[config.mk]
export PLATFORM = sky130hd
export DESIGN_NAME = msg_chnl_arbiter_flat
export DESIGN_NICKNAME = d
export VERILOG_FILES = /design/src/rtl/msg_chnl_arbiter_if.sv /design/src/rtl/msg_chnl_arbiter.sv /design/src/flat_wrapper.sv
export SDC_FILE = /design/constraint.sdc
export NUM_CORES = 1
export LEC_CHECK = 0
export CAP_MARGIN = 10
export CORE_ASPECT_RATIO = 0.75
export CORE_MARGIN = 5
export CORE_UTILIZATION = 35
export CTS_CLUSTER_DIAMETER = 50
export DETAILED_ROUTE_END_ITERATION = 8
export PLACE_DENSITY = 0.75
export SLEW_MARGIN = 10
export SYNTH_ARGS = -nofsm -noshare
export SYNTH_HDL_FRONTEND = slang
export SYNTH_SLANG_ARGS = --single-unit
[constraint.sdc]
create_clock -name src_clk -period 2.3 [get_ports src_clk]
set_input_delay 0.23 -clock src_clk [delete_from_list [all_inputs] [get_ports src_clk]]
set_output_delay 0.23 -clock src_clk [all_outputs]
set_load 0.1 [all_outputs]
[src/rtl/msg_chnl_arbiter_if.sv]
// Four-phase message channel: src/dst/dat/red fields
// qualified by req and completed by ack.
`ifndef NS_ADDRESS_SIZE
`define NS_ADDRESS_SIZE 8
`endif
`ifndef NS_DATA_SIZE
`define NS_DATA_SIZE 16
`endif
`ifndef NS_REDUN_SIZE
`define NS_REDUN_SIZE 4
`endif

interface msg_chnl_arbiter_if #(
  parameter int ASZ = `NS_ADDRESS_SIZE,
  parameter int DSZ = `NS_DATA_SIZE,
  parameter int RSZ = `NS_REDUN_SIZE
);
  logic [ASZ-1:0] src;
  logic [ASZ-1:0] dst;
  logic [DSZ-1:0] dat;
  logic [RSZ-1:0] red;
  logic           req;
  logic           ack;

  modport master (
    output src, dst, dat, red, req,
    input  ack
  );

  modport slave (
    input  src, dst, dat, red, req,
    output ack
  );
endinterface

[src/rtl/msg_chnl_arbiter.sv]
// Two-way round-robin arbiter onto one four-phase
// message channel; winner's message is latched.
`ifndef NS_ADDRESS_SIZE
`define NS_ADDRESS_SIZE 8
`endif
`ifndef NS_DATA_SIZE
`define NS_DATA_SIZE 16
`endif
`ifndef NS_REDUN_SIZE
`define NS_REDUN_SIZE 4
`endif

module msg_chnl_arbiter #(
  parameter int ASZ = `NS_ADDRESS_SIZE,
  parameter int DSZ = `NS_DATA_SIZE,
  parameter int RSZ = `NS_REDUN_SIZE
) (
  input  logic               src_clk,
  input  logic               reset,
  msg_chnl_arbiter_if.slave  i0,
  msg_chnl_arbiter_if.slave  i1,
  msg_chnl_arbiter_if.master o0,
  output logic               gnt,
  output logic               busy,
  output logic               err,
  output logic [7:0]         cnt0,
  output logic [7:0]         cnt1
);
  typedef enum logic [1:0] {
    IDLE, REQ, DROP, DONE
  } state_t;

  state_t         state_q, state_d;
  logic [ASZ-1:0] src_q, src_d;
  logic [ASZ-1:0] dst_q, dst_d;
  logic [DSZ-1:0] dat_q, dat_d;
  logic [RSZ-1:0] red_q, red_d;
  logic           req_q, req_d;
  logic           ack0_q, ack0_d;
  logic           ack1_q, ack1_d;
  logic           gnt_q, gnt_d;
  logic           last_q, last_d;
  logic           err_q, err_d;
  logic [7:0]     cnt0_q, cnt0_d;
  logic [7:0]     cnt1_q, cnt1_d;
  logic           any_req;
  logic           pick;
  logic           win_req;

  assign any_req = i0.req | i1.req;
  // A tie goes to whoever did not win last time
  assign pick    = (i0.req & i1.req) ? ~last_q
                                     : i1.req;
  assign win_req = gnt_q ? i1.req : i0.req;

  always_ff @(posedge src_clk) begin
    if (reset) begin
      state_q <= IDLE;
      src_q   <= '0;
      dst_q   <= '0;
      dat_q   <= '0;
      red_q   <= '0;
      req_q   <= 1'b0;
      ack0_q  <= 1'b0;
      ack1_q  <= 1'b0;
      gnt_q   <= 1'b0;
      last_q  <= 1'b1;
      err_q   <= 1'b0;
      cnt0_q  <= '0;
      cnt1_q  <= '0;
    end else begin
      state_q <= state_d;
      src_q   <= src_d;
      dst_q   <= dst_d;
      dat_q   <= dat_d;
      red_q   <= red_d;
      req_q   <= req_d;
      ack0_q  <= ack0_d;
      ack1_q  <= ack1_d;
      gnt_q   <= gnt_d;
      last_q  <= last_d;
      err_q   <= err_d;
      cnt0_q  <= cnt0_d;
      cnt1_q  <= cnt1_d;
    end
  end

  always_comb begin
    state_d = state_q;
    src_d   = src_q;
    dst_d   = dst_q;
    dat_d   = dat_q;
    red_d   = red_q;
    req_d   = req_q;
    ack0_d  = ack0_q;
    ack1_d  = ack1_q;
    gnt_d   = gnt_q;
    last_d  = last_q;
    err_d   = err_q;
    cnt0_d  = cnt0_q;
    cnt1_d  = cnt1_q;
    unique case (state_q)
      IDLE: begin
        if (o0.ack) begin
          if (any_req) err_d = 1'b1;
        end else if (any_req) begin
          state_d = REQ;
          gnt_d   = pick;
          req_d   = 1'b1;
          src_d   = pick ? i1.src : i0.src;
          dst_d   = pick ? i1.dst : i0.dst;
          dat_d   = pick ? i1.dat : i0.dat;
          red_d   = pick ? i1.red : i0.red;
        end
      end
      REQ: begin
        if (o0.ack) begin
          req_d   = 1'b0;
          state_d = DROP;
        end
      end
      DROP: begin
        if (!o0.ack) begin
          ack0_d  = ~gnt_q;
          ack1_d  = gnt_q;
          state_d = DONE;
        end
      end
      DONE: begin
        if (o0.ack) err_d = 1'b1;
        if (!win_req) begin
          ack0_d  = 1'b0;
          ack1_d  = 1'b0;
          last_d  = gnt_q;
          state_d = IDLE;
          if (gnt_q) cnt1_d = cnt1_q + 8'd1;
          else       cnt0_d = cnt0_q + 8'd1;
        end
      end
      default: state_d = IDLE;
    endcase
  end

  assign o0.src = src_q;
  assign o0.dst = dst_q;
  assign o0.dat = dat_q;
  assign o0.red = red_q;
  assign o0.req = req_q;
  assign i0.ack = ack0_q;
  assign i1.ack = ack1_q;
  assign gnt    = gnt_q;
  assign busy   = (state_q != IDLE);
  assign err    = err_q;
  assign cnt0   = cnt0_q;
  assign cnt1   = cnt1_q;
endmodule

[src/flat_wrapper.sv]
// flat-port wrapper written by rule: the top's interface ports become plain ports
module msg_chnl_arbiter_flat 
#(
  parameter int ASZ = `NS_ADDRESS_SIZE,
  parameter int DSZ = `NS_DATA_SIZE,
  parameter int RSZ = `NS_REDUN_SIZE
)
  (src_clk, reset, gnt, busy, err, cnt0, cnt1, i0_src, i0_dst, i0_dat, i0_red, i0_req, i0_ack, i1_src, i1_dst, i1_dat, i1_red, i1_req, i1_ack, o0_src, o0_dst, o0_dat, o0_red, o0_req, o0_ack);
  msg_chnl_arbiter_if #(.ASZ(ASZ), .DSZ(DSZ), .RSZ(RSZ)) i0_i ();
  msg_chnl_arbiter_if #(.ASZ(ASZ), .DSZ(DSZ), .RSZ(RSZ)) i1_i ();
  msg_chnl_arbiter_if #(.ASZ(ASZ), .DSZ(DSZ), .RSZ(RSZ)) o0_i ();
  input  logic src_clk;
  input  logic reset;
  output logic gnt;
  output logic busy;
  output logic err;
  output logic [7:0] cnt0;
  output logic [7:0] cnt1;
  input wire logic [$bits(i0_i.src)-1:0] i0_src;
  input wire logic [$bits(i0_i.dst)-1:0] i0_dst;
  input wire logic [$bits(i0_i.dat)-1:0] i0_dat;
  input wire logic [$bits(i0_i.red)-1:0] i0_red;
  input wire logic [$bits(i0_i.req)-1:0] i0_req;
  output wire logic [$bits(i0_i.ack)-1:0] i0_ack;
  input wire logic [$bits(i1_i.src)-1:0] i1_src;
  input wire logic [$bits(i1_i.dst)-1:0] i1_dst;
  input wire logic [$bits(i1_i.dat)-1:0] i1_dat;
  input wire logic [$bits(i1_i.red)-1:0] i1_red;
  input wire logic [$bits(i1_i.req)-1:0] i1_req;
  output wire logic [$bits(i1_i.ack)-1:0] i1_ack;
  output wire logic [$bits(o0_i.src)-1:0] o0_src;
  output wire logic [$bits(o0_i.dst)-1:0] o0_dst;
  output wire logic [$bits(o0_i.dat)-1:0] o0_dat;
  output wire logic [$bits(o0_i.red)-1:0] o0_red;
  output wire logic [$bits(o0_i.req)-1:0] o0_req;
  input wire logic [$bits(o0_i.ack)-1:0] o0_ack;
  assign i0_i.src = i0_src;
  assign i0_i.dst = i0_dst;
  assign i0_i.dat = i0_dat;
  assign i0_i.red = i0_red;
  assign i0_i.req = i0_req;
  assign i0_ack = i0_i.ack;
  assign i1_i.src = i1_src;
  assign i1_i.dst = i1_dst;
  assign i1_i.dat = i1_dat;
  assign i1_i.red = i1_red;
  assign i1_i.req = i1_req;
  assign i1_ack = i1_i.ack;
  assign o0_src = o0_i.src;
  assign o0_dst = o0_i.dst;
  assign o0_dat = o0_i.dat;
  assign o0_red = o0_i.red;
  assign o0_req = o0_i.req;
  assign o0_i.ack = o0_ack;
  msg_chnl_arbiter #(.ASZ(ASZ), .DSZ(DSZ), .RSZ(RSZ)) u_core (.src_clk(src_clk), .reset(reset), .i0(i0_i), .i1(i1_i), .o0(o0_i), .gnt(gnt), .busy(busy), .err(err), .cnt0(cnt0), .cnt1(cnt1));
endmodule
==> results.txt, run 1 <==
The layout overhead on the synthesized area came out at 54.0%. Average via count per standard cell: 4.75. The starting utilization of the core area was 0.357. The count of buffers added on input and output ports is 134. Once the clock tree was built, the setup fixing pass inserted 0 buffers. For this run, the post-layout net count is 514.

The number of hold violations in the final report was 0; the transition time at the pin with the least slew margin was 0.329 ns. Subtracting the final worst setup slack from the clock period gives 1.89 ns. Summing internal, switching and leakage power gives 5.13 mW. Routability-driven placement finished with a final weighted congestion of 0.783. During I/O placement, the number of pins put on the boundary was 135. The DRC violation total after the first TritonRoute iteration was 86; the TritonCTS sink count was 60.

The number of antenna diodes in the final layout is 0. The tools report the data arrival time at the worst-slack endpoint as 2.10 ns. Summing all placed instances gives a cell area of 4100 µm². The tools report the sort of element at the start of the critical path as a flop.

In this run the worst setup path begins at u_core.state_q[0]$_SDFFE_PP0P_. The height of the chip was 87.5 µm. The wire length per cell after detailed routing came out at 13.7 µm.

For the final worst clock skew, the log shows 0.00952 ns. Derived from the worst setup path, the maximum achievable clock frequency is 0.528 GHz. The total congestion overflow is 0, and the normalized max-slew margin is 0.780. Setup repair after global routing left no endpoint under its margin. The fraction of layout cells with a size suffix above 1 works out to 0.212. The number of clock buffers inserted by TritonCTS came out at 9. The flow ran to the end, and the final reports show no timing, DRC or antenna violations.

The detail route stage leaves a number of antenna-violating nets equal to 0. The chip width works out to 113 µm. The sequential cell area fraction in the yosys report is 0.429, and the die area is 9910 µm². The post-route cell area was 4310 µm². The run gives 538 as the final cell count without fillers. In this run, synthesis inferred 0 flip-flops with an integrated enable.

The run gives 41 as the count of distinct cell types in the synthesized netlist. The logs give 0 for the count of synthesis-stage warnings from yosys and 605 µV for the maximum ir drop on the vdd rail. The number of iterations in the first detailed-routing pass was 4.

Power spread over the standard cell area amounts to 1190 nW/µm². The tools report the initial antenna violation count as 0. The buffer levels on the longest clock path is 2, and the total negative slack for setup checks is 0 ns. For the max-slew violation count, the log shows 0. The average size of a mapped cell was 9.46 µm². The number of instances in the synthesized netlist is 296, and the number of cells in the design after placement is 522. The routed layout has 2,556 vias.

Largest driver fanout on the critical path: 5. The post-synthesis net count was 382. The run gives 0 as the count of unresolved DRC violations after routing.

The worst setup path is captured at a flop. The final number of setup-violating endpoints is 0. Insertion delay to the later sink of the worst-skew pair: 0.32 ns.

In this run the most critical hold path is launched from reset. For this run, the leading register cell type out of synthesis is sky130_fd_sc_hd__dfxtp_1. The kind of critical path was reg -> reg.

The share of async-settable or async-resettable flops after synthesis was 0; the flip-flop and latch count after synthesis was 60. TritonCTS built the clock tree. The run gives 0 as the number of hold-repair buffers added at the cts stage.

The H-tree was split into 3 levels. Entering global routing, the biggest net connects 51 pins. For the global-route usage over all layers, the log shows 0.149. Max-cap violations in this run came to 0. In this run the cell area of the synthesized design comes to 2800 µm².

The data required time at the worst endpoint was 2.51 ns. The routed design has 7390 µm of wire. The tools report the static leakage as 1.74 nW.

The tree is rooted in a sky130_fd_sc_hd__clkbuf_8. The share of the cycle needed by the critical path after routing is 0.823. The path class of the tightest hold or removal check is in -> reg. Post-CTS repair changed the size of 0 cells. The run gives 0.550 as the final design utilization. In this run the core area contains 28 standard-cell rows. The tools report the critical register-to-register path startpoint as u_core.state_q[0]$_SDFFE_PP0P_. The clock transition at the registers of the reported paths works out to 0.07 ns. The run gives 7850 µm² as the total core area. The first global-routing pass estimated 11,900 µm of wire.

The number of global-route vias before repair is 2,520, and the detailed placer's ending HPWL is 5790 µm.
cell usage in the layout, fill, tap and decap left out, drive strengths merged, types with 3 or more instances in the layout:
cell type,n
nand4,5
a21oi,6
nand3,3
xnor2,7
clkdlybuf4s50,75
clkbuf,10
mux2i,37
buf,66
ha,9
nand2,13
nor3,4
nor2,55
a211oi,37
xor2,6
dfxtp,60
inv,5
o21ai,3
Yosys cell counts, drive strengths merged (2+ instances only):
cell type,n,area (µm²)
o211ai,2,15.0
a21oi,6,30.0
nand3,3,15.0
nand3b,2,15.0
a211oi,37,283
ha,9,113
mux2i,37,370
nand2b,2,12.5
o21ai,3,15.0
and2,2,13.8
nor3,4,20.0
or3b,2,20.0
buf,11,82.6
nand2,13,48.8
xor2,6,52.6
inv,5,18.8
a22oi,2,15.0
clkbuf,9,33.8
xnor2,7,61.3
dfxtp,60,1200
nor2,55,206
nand4,5,31.3
layer usage:
| metal | wire [µm] | GRT usage | vias to the layer above |
|---|---|---|---|
| li1 | - | - | 1316 |
| met1 | 3260 | 0.183 | 1153 |
| met2 | 3410 | 0.236 | 77 |
| met3 | 606 | 0.0618 | 10 |
| met4 | 123 | 0.0513 | 0 |
| met5 | 0 | 0 | - |
per-stage QoR:
step	worst slack [ns]	hold slack, ns
floorplan	0.141	0.400
global route	0.257	0.316
detailed placement	0.306	0.462
global placement	0.333	0.462
finish	0.407	0.310
CTS	0.407	0.303
report_power, final:
group | switching [mW] | total [mW] | internal, mW
clock | 0.413 | 1.02 | 0.610
sequential | 0.132 | 1.38 | 1.25
combinational | 2.03 | 2.73 | 0.696
worst paths after layout:
| check | to | slack, ns | cells past startpoint |
|---|---|---|---|
| worst min-delay path | u_core.o0.red[0]$_SDFFE_PP0P_ | 0.31 | 2 |
| worst max register to register | u_core.state_q[0]$_SDFFE_PP0P_ | 0.41 | 6 |
| worst min register to register | u_core.i1.ack$_SDFFE_PP0P_ | 0.47 | 2 |
| worst max-delay path | u_core.state_q[0]$_SDFFE_PP0P_ | 0.41 | 6 |
cells by family after synthesis:
family	after synthesis	share of synthesized area
mux	38	0.136
xor+xnor	13	0.0407
fa+ha+maj	9	0.0402
compound gates	56	0.146
buf+inv	25	0.0483
flops	60	0.429
simple gates	95	0.160
registers in the layout, indices dropped and copies added, names as in the netlist, 2 cells and up:
register        count
u_core.cnt0         8
u_core.o0.dst       8
u_core.state_q      2
u_core.o0.dat      16
u_core.cnt1         8
u_core.o0.src       8
u_core.o0.red       4
critical path: stages, from the launching register on:
cell                      delay [ns]
sky130_fd_sc_hd__dfxtp_1        0.36
sky130_fd_sc_hd__inv_1          0.14
sky130_fd_sc_hd__ha_1           0.23
sky130_fd_sc_hd__or3b_2         0.45
sky130_fd_sc_hd__a22oi_1        0.33
sky130_fd_sc_hd__o21ai_0        0.13
sky130_fd_sc_hd__o311a_1        0.14
layout make-up:
| type | instances | area [µm²] |
|---|---|---|
| Timing Repair Buffer | 141 | 1270 |
| Clock inverter | 6 | 88.8 |
| Fill cell | 739 | 3530 |
| Multi-Input combinational cell | 211 | 1480 |
| Clock buffer | 10 | 128 |
| Tap cell | 105 | 131 |
| Sequential cell | 60 | 1200 |
| Inverter | 5 | 18.8 |
No activity file was read; power rests on OpenSTA's default activity.
==> run 2: changes to the inputs <==
Clock period 2.3 ns to 2 ns, I/O delays scaled along.
==> results.txt, run 2 (synthesis results as in run 1) <==
Once detail routing completed, the nets flagged for antenna violations numbered 0. The run gives 4 as the number of iterations in the first detailed-routing pass. The clock drives 60 sinks. The tool flagged a number of max-cap violations equal to 0. The critical path is of the reg -> reg type. Dividing the detail-routed wire length by the instance count gives 14.0 µm. Final estimated routing congestion in global placement: 0.798. For the placement row count, the log shows 28. The tools report the sort of element at the start of the critical path as a flop.

The global-route usage over all layers is 0.155, and the I/O pin count is 135. In the layout the commonest cells are sky130_fd_sc_hd__clkdlybuf4s50_1, sky130_fd_sc_hd__buf_4, sky130_fd_sc_hd__dfxtp_1, sky130_fd_sc_hd__nor2_1, sky130_fd_sc_hd__mux2i_1. The register with the most flip-flops in the layout has 16 of them. Measured along the x axis, the die boundary spans 113 µm.

The finished cells cover 4360 µm². The fraction of layout cells with a size suffix above 1 was 0.224; the post-CTS setup repair buffer count was 0. VDD sags by at most 642 µV. The shortest clock period the worst path allows after layout was 1.84 ns; the number of global-route vias before repair was 2,462. Most frequent standard cell in the layout excluding fill and tap cells: sky130_fd_sc_hd__clkdlybuf4s50_1. Power spread over the standard cell area amounts to 1350 nW/µm². The die is 87.5 µm tall. Total core area: 7850 µm². The detailed router placed 2,574 vias in this run. In this run, post-CTS hold repair placed 0 buffers. Setup violations remaining at the end of the flow were counted as 0. Between clock sinks in the finished design, the worst skew comes to 0.00871 ns. The starting utilization of the core area was 0.357.

The initial antenna violation count is 0, and the layout overhead on the synthesized area is 55.6%. After clock tree synthesis, the clock-pin slew on the worst setup and hold paths is 0.07 ns. The tools report the total wire length as 7620 µm. TritonCTS built the clock tree. The run finished with clean final reports. The critical register-to-register path startpoint is u_core.state_q[1]$_SDFFE_PP0P_.

Data on the critical path arrives at its endpoint at 2.07 ns. The number of levels the H-tree was split into was 3; the static leakage was 1.77 nW. Across all register-to-register paths, the minimum setup slack is 0.16 ns. The logs give 2.23 ns for the data required time at the worst endpoint and 2 for the buffer levels on the longest clock path. Transition time at the pin with the least slew margin: 0.543 ns. The tools report the worst min-delay path startpoint as reset.

0 antenna diodes ended up in the layout. The later pin in the worst-skew pair is clocked with a latency of 0.34 ns. Depth of the worst register-to-register path: 6. The share of the cycle needed by the critical path after routing was 0.919. Summing all placed instances gives a cell area of 4150 µm². Normalized max-slew margin: 0.638. The count of buffers inserted at the top-level ports is 134.

The tightest min-delay check is of the in -> reg type. In the final design database the tool counted 518 nets. The total congestion overflow came out at 0. The root buffer cell chosen for the clock tree is sky130_fd_sc_hd__clkbuf_8. The worst hold slack is 0.332 ns, and the maximum number of pins on one net before global-route repair is 49. In this run, the number of DRC markers left after iteration 0 of detailed routing was 74. The critical path starts at u_core.state_q[1]$_SDFFE_PP0P_.

Number of hold violations in the final report: 0. Endpoint of the most critical register-to-register path: u_core.state_q[0]$_SDFFE_PP0P_. The die covers 9910 µm². Max-slew violation count: 0. The first global-routing pass estimated 12,200 µm of wire.

The total negative slack for setup checks is 0 ns, and the peak clock frequency supported by timing is 0.544 GHz. The critical path ends at u_core.state_q[0]$_SDFFE_PP0P_. The average via count per standard cell works out to 4.75. STA classifies the critical path endpoint as a flop.

Of all nets on the critical path, the largest fanout is 5. The logs give 9 for the number of clock buffers inserted by TritonCTS and 5900 µm for the detailed placer's ending HPWL. In the routed design, unresolved DRC markers number 0.

The tools report the total of fill cells in the finished design as 714.
run 2: changes by cell type in the layout (fill, tap and decap cells not counted), sizes merged:
| cell | previous run | this run |
|---|---|---|
| clkbuf | 10 | 12 |
| bufinv | 2 | 1 |
| buf | 66 | 70 |
| clkinv | 2 | 3 |
| clkinvlp | 2 | 0 |
run 2: per-layer routing:
| layer | global-route usage | share of wire | up-vias | wire length [µm] |
|---|---|---|---|---|
| met3 | 0.0660 | 0.083 | 9 | 633 |
| li1 | - | - | 1327 | - |
| met5 | 0 | 0 | - | 0 |
| met1 | 0.183 | 0.43 | 1158 | 3280 |
| met2 | 0.254 | 0.47 | 80 | 3610 |
| met4 | 0.0524 | 0.011 | 0 | 85 |
run 2: worst min-delay path by stage:
| stage | to | slack, ns | cells past startpoint |
|---|---|---|---|
| after global placement | u_core.i1.ack$_SDFFE_PP0P_ | 0.46 | 2 |
| after detailed placement | u_core.i1.ack$_SDFFE_PP0P_ | 0.46 | 2 |
| final | u_core.cnt0[2]$_SDFFE_PP0P_ | 0.33 | 2 |
| after CTS | u_core.cnt1[6]$_SDFFE_PP0P_ | 0.31 | 2 |
| after floorplan | u_core.err$_SDFFE_PP0P_ | 0.37 | 2 |
| after global routing | u_core.cnt0[6]$_SDFFE_PP0P_ | 0.35 | 2 |
run 2: area by class of cell:
class                           instances  area, µm²  share of cell area
Timing Repair Buffer                  145       1330               0.305
Multi-Input combinational cell        211       1480               0.341
Inverter                                5       18.8             0.00431
Tap cell                              105        131              0.0301
Clock buffer                           12        145              0.0333
Clock inverter                          4       48.8              0.0112
Sequential cell                        60       1200               0.276
run 2: worst max-delay path, stage by stage, from the launching register on:
cell and delay (ns):
sky130_fd_sc_hd__dfxtp_1 0.36, sky130_fd_sc_hd__inv_1 0.13, sky130_fd_sc_hd__ha_1 0.24, sky130_fd_sc_hd__or3b_2 0.47, sky130_fd_sc_hd__a22oi_2 0.27, sky130_fd_sc_hd__o21ai_0 0.13
sky130_fd_sc_hd__o311a_1 0.13
run 2: timing repair:
| action | 4_1_cts | 5_1_grt |
|---|---|---|
| gates resized for setup | 0 | 3 |
| endpoints found under the setup margin | 0 | 12 |
| endpoints found under the hold margin | 0 | 0 |
run 2: report_power, final:
group / switching, mW / internal, mW / total [mW]
Combinational: 2.36 / 0.861 / 3.22
Clock: 0.471 / 0.608 / 1.08
Sequential: 0.147 / 1.44 / 1.59
run 2: stage by stage:
step,setup WS (ns),total power [mW],cells,util
2_1_floorplan,0.0961,4.05,296,-
3_3_place_gp,0.126,4.79,526,0.529
3_5_place_dp,0.0671,4.84,526,0.529
4_1_cts,0.104,5.94,542,0.554
5_1_grt,-0.000521,6.19,542,0.555
6_report,0.163,5.89,542,0.555
==> run 3: changes to the inputs <==
Settings changed: HOLD_SLACK_MARGIN from default to 0.1.
==> results of run 3 <==
The final DEF is identical to that of run 2; final timing and power are the same.
